File: config.mk
export PLATFORM = sky130hd
export DESIGN_NAME = input_fifo
export DESIGN_NICKNAME = d
export VERILOG_FILES = /design/src/rtl/input_fifo.sv
export SDC_FILE = /design/constraint.sdc
export NUM_CORES = 1
export LEC_CHECK = 0
export CELL_PAD_IN_SITES_DETAIL_PLACEMENT = 1
export CELL_PAD_IN_SITES_GLOBAL_PLACEMENT = 1
export CORE_UTILIZATION = 46
export CTS_CLUSTER_DIAMETER = 50
export CTS_CLUSTER_SIZE = 40
export DETAILED_ROUTE_END_ITERATION = 6
export GPL_ROUTABILITY_DRIVEN = 0
export GPL_TIMING_DRIVEN = 0
export PLACE_DENSITY_LB_ADDON = 0.1
export REMOVE_ABC_BUFFERS = 1
export SKIP_CTS_REPAIR_TIMING = 1
export SYNTH_ARGS = -nofsm -noshare
export SYNTH_HDL_FRONTEND = slang
export SYNTH_SLANG_ARGS = --single-unit
File: constraint.sdc
create_clock -name clk -period 3.3 [get_ports clk]
set_input_delay 0.66 -clock clk [delete_from_list [all_inputs] [get_ports clk]]
set_output_delay 0.66 -clock clk [all_outputs]
set_load 0.005 [all_outputs]
File: src/rtl/input_fifo.sv
// Per-input-port flit buffer for the NoC router. Flits are stored in
// arrival order and the head flit is presented first-word-fall-through to
// the LBDR routing stage. Each accepted pop returns one credit upstream.
module input_fifo #(
  parameter int unsigned DATA_WIDTH = 32,
  parameter int unsigned DEPTH      = 4,
  parameter int unsigned PTR_WIDTH  = 2
) (
  input  logic                  clk,
  input  logic                  rst,
  input  logic                  valid_in,
  input  logic [DATA_WIDTH-1:0] data_in,
  input  logic                  read_en_N,
  input  logic                  read_en_E,
  input  logic                  read_en_W,
  input  logic                  read_en_S,
  input  logic                  read_en_L,
  output logic [DATA_WIDTH-1:0] data_out,
  output logic [2:0]            flit_id,
  output logic [3:0]            dst_addr,
  output logic                  empty,
  output logic                  full,
  output logic                  credit_out,
  output logic                  overflow
);

  // One extra bit so the count can hold DEPTH itself.
  localparam int unsigned CNT_WIDTH = PTR_WIDTH + 1;

  logic [DATA_WIDTH-1:0] mem [DEPTH];
  logic [PTR_WIDTH-1:0]  rd_ptr;
  logic [PTR_WIDTH-1:0]  wr_ptr;
  logic [CNT_WIDTH-1:0]  count;
  logic [CNT_WIDTH-1:0]  count_nxt;
  logic                  rd_req;
  logic                  rd;
  logic                  wr;
  logic [DATA_WIDTH-1:0] head;

  // Pop/push qualification and next occupancy. Several grants in one
  // cycle collapse into a single pop; a grant on an empty buffer is ignored.
  always_comb begin
    rd_req    = read_en_N | read_en_E | read_en_W | read_en_S | read_en_L;
    rd        = rd_req & ~empty;
    wr        = valid_in & (~full | rd);
    count_nxt = count;
    if (wr && !rd) begin
      count_nxt = count + CNT_WIDTH'(1);
    end else if (rd && !wr) begin
      count_nxt = count - CNT_WIDTH'(1);
    end
  end

  // Pointers, occupancy, registered flags, credit pulse and sticky overflow.
  always_ff @(posedge clk) begin
    if (rst) begin
      rd_ptr     <= '0;
      wr_ptr     <= '0;
      count      <= '0;
      empty      <= 1'b1;
      full       <= 1'b0;
      credit_out <= 1'b0;
      overflow   <= 1'b0;
    end else begin
      if (wr) begin
        wr_ptr <= wr_ptr + PTR_WIDTH'(1);
      end
      if (rd) begin
        rd_ptr <= rd_ptr + PTR_WIDTH'(1);
      end
      count      <= count_nxt;
      empty      <= (count_nxt == CNT_WIDTH'(0));
      full       <= (count_nxt == CNT_WIDTH'(DEPTH));
      credit_out <= rd;
      if (valid_in && full && !rd) begin
        overflow <= 1'b1;
      end
    end
  end

  // Flit storage; contents survive reset, only the pointers are cleared.
  always_ff @(posedge clk) begin
    if (wr) begin
      mem[wr_ptr] <= data_in;
    end
  end

  // Head flit is masked to zero while nothing is stored.
  always_comb begin
    head = empty ? '0 : mem[rd_ptr];
  end

  assign data_out = head;
  assign flit_id  = head[DATA_WIDTH-1 -: 3];
  assign dst_addr = head[DATA_WIDTH-4 -: 4];

endmodule

==> results.md <==
* Setup ws final at 0.203 ns
* Max Cap Viol at 0
* Total congestion overflow at 0
* Htree depth at 4
* Clk network pwr share at 35.5%
* Number of global-route vias before repair at 3012
* Final cell count without fillers at 517
* Place WS at 0.140 ns
* WS Path Type: flip-flop to output port
* EDFF count, synth at 128
* Rel. slew slack at 39.4%
* Filler instances at 1019
* Power Total at 4.85 mW
* Status: complete, but fails checks
* Sequential share of power at 46.2%
* Post-synth top cells: edfxtp_1 (128), mux4_2 (32), nor2b_1 (31), dfxtp_1 (13), nor2_1 (12)
* Initial core utilization at 47.7%
* Pwr/cell area at 693 mW/mm2
* # placed instances at 486
* # diodes at 0
* Simple-gate share of the synthesized area at 5.94%
* Layout Nets at 408
* CTS Buf Count at 17
* Mux cell area share after synthesis at 13.7%
* Clk_lat worst skew at 0.41 ns
* Critical path capture point type: output port
* Max Fclk at 323 MHz
* Final ANT Viol Nets at 0
* RSZ-0062 raised after global routing: false
* Synth top area cells: edfxtp_1 (70%), mux4_2 (13%), dfxtp_1 (4.7%), nor2b_1 (3.5%), ha_1 (1.4%)
* Fin util at 60.8%
* Multi-input logic area at 0.00128 mm2
* FP Rows at 39
* CTS tree: yes
* Clock sinks at 141
* Ports at 83
* Register area at 0.00411 mm2
* Avg Inst Size Synth at 19.8 um2
* HP Class: flip-flop to flip-flop
* Final Setup Violations at 0
* Minimum clock period at 3.10 ns
* Post-synth top flop: edfxtp_1
* Synth top area share at 69.9%
* CP max stage cell: dfxtp_4
* CP arrival at 2.44 ns
* Chip width at 111 um
* Post-route DRC at 16
* Unique masters post-synth at 31
* Final instance area at 0.00700 mm2
* DP Area at 0.00646 mm2
* Synth Area in XOR/XNOR at 0.797%
* LEAKAGE at 2.26 nW
* Share of post-route cells with drive strength above 1 at 19.5%
* Dpl hpwl at 6050 um
* Core area at 0.0115 mm2
* Compound-cell area share of the yosys netlist at 1.32%
* Post-synthesis cell area at 0.00550 mm2
* Actual slew at the worst max-slew pin at 0.908 ns
* Die Span Y at 111 um
* Vias per cell at 5.34
* Failing checks: DRC
* Sequential share of the synthesized area at 74.7%
* Critical Path, Cell by Cell: buf_12 > mux4_2 > nor2b_1 > clkdlybuf4s50_1
* Switching pwr at 1.16 mW
* First-pass GRT wire length at 16500 um
* Hold Vio Cnt, Final at 0
* Sum of negative setup slack at 0 ns
* Final hold slack at 0.492 ns
* Area delta synth->final at 27.3%
* Port Buffers at 82
* Maximum clock insertion buffer count at 2
* Largest family of logic cells by synthesized area: multiplexers
* Slew Limit Fails at 0
* TritonRoute pass-1 iters at 6
* CP Max Fanout at 18
* Flops & latches, synth at 141
* Pin count of the biggest net entering global routing at 36
* Async set-or-reset flop fraction in the synthesized netlist at 0%
* Largest area contributor in the netlist: edfxtp_1
* CP startpoint kind: flip-flop
* Reg clk slew, reported paths at 0.06 ns
* Initial antenna violation count at 0
* Logic gate share of total power at 18.3%
* Synth Instances at 277
* Internal power at 3.69 mW
* Count leader, synth: edfxtp_1
* CP required at 2.64 ns
* DR WL/cell at 19.9 um
* Sw Share at 23.9%
* Die area at 0.0124 mm2
* Vias at 2763
* Post-Synth Adder-Cell Area at 1.37%
* Max incr delay on CP at 0.60 ns
* Initial DRC count at 127
* Clock skew at 0.00861 ns
* Worst vdd ir at 0.583 mV
* Root Driver: clkbuf_16
* Gr usage total at 18.4%
* Period Utilization, post-route at 93.9%
* Yosys Warn Count at 0
* DRT Wirelength at 10300 um
[placed cells by master (no fill, tap or decap), types with 4 or more instances in the layout]
master and n:
ha_1 6, nor2b_1 31, clkinv_2 5, and2_2 4, clkinvlp_4 6, xnor2_1 4
clkdlybuf4s50_1 82, clkbuf_16 17, inv_1 4, dfxtp_1 10, mux4_2 32, nor2_1 12
edfxtp_1 128
[final cells by class]
class,instances,area share [%]
Inverter,4,0.215
Multi-Input combinational cell,113,18.3
Timing Repair Buffer,85,12.6
Tap cell,143,2.56
Sequential cell,141,58.7
Clock inverter,12,1.43
Clock buffer,19,6.19
[state kept, by name (all words and copies together), names as in the netlist, named ones only]
name	count
mem	128
count	3
rd_ptr	2
wr_ptr	2
credit_out	1
empty	1
full	1
overflow	1
[worst max-delay path, delay by kind of cell (launching register included)]
family / cells / cell delay, ns
buffers and inverters: 2 / 0.76
DFF: 1 / 0.60
muxes: 1 / 0.52
and+or+nand+nor: 1 / 0.14
[power by group through the flow]
stage          registers, mW  clock network, mW  logic, mW
6_report                2.24               1.72      0.888
5_1_grt                 2.27               1.81      0.959
4_1_cts                 2.25               1.75      0.908
3_5_place_dp            2.28                  0      0.899
3_3_place_gp            2.31                  0      0.829
2_1_floorplan           2.24                  0      0.454
[kinds of logic after synthesis]
family	Yosys count
xor gates and xnor gates	5
AOI/OAI and AO/OA	9
buffers and inverters	23
DFF	141
and+or+nand+nor	58
muxes	35
adders and majority gates	6
[metal layers]
layer	wire length [um]	track usage (%)
met3	602	5.47
met4	145	7.30
met2	5190	29.8
met5	0	0
met1	4360	23.3
[path summary, 6_finish.rpt]
| kind | startpoint | end | slack, ns | cells after the start |
|---|---|---|---|---|
| min | overflow | overflow | 0.49 | 2 |
| max | flip-flop | data_out[9] | 0.20 | 4 |
| min reg2reg | overflow | overflow | 0.49 | 2 |
| max reg2reg | empty | mem[2][27] | 0.72 | 3 |
(Power assumes the default switching activity.)
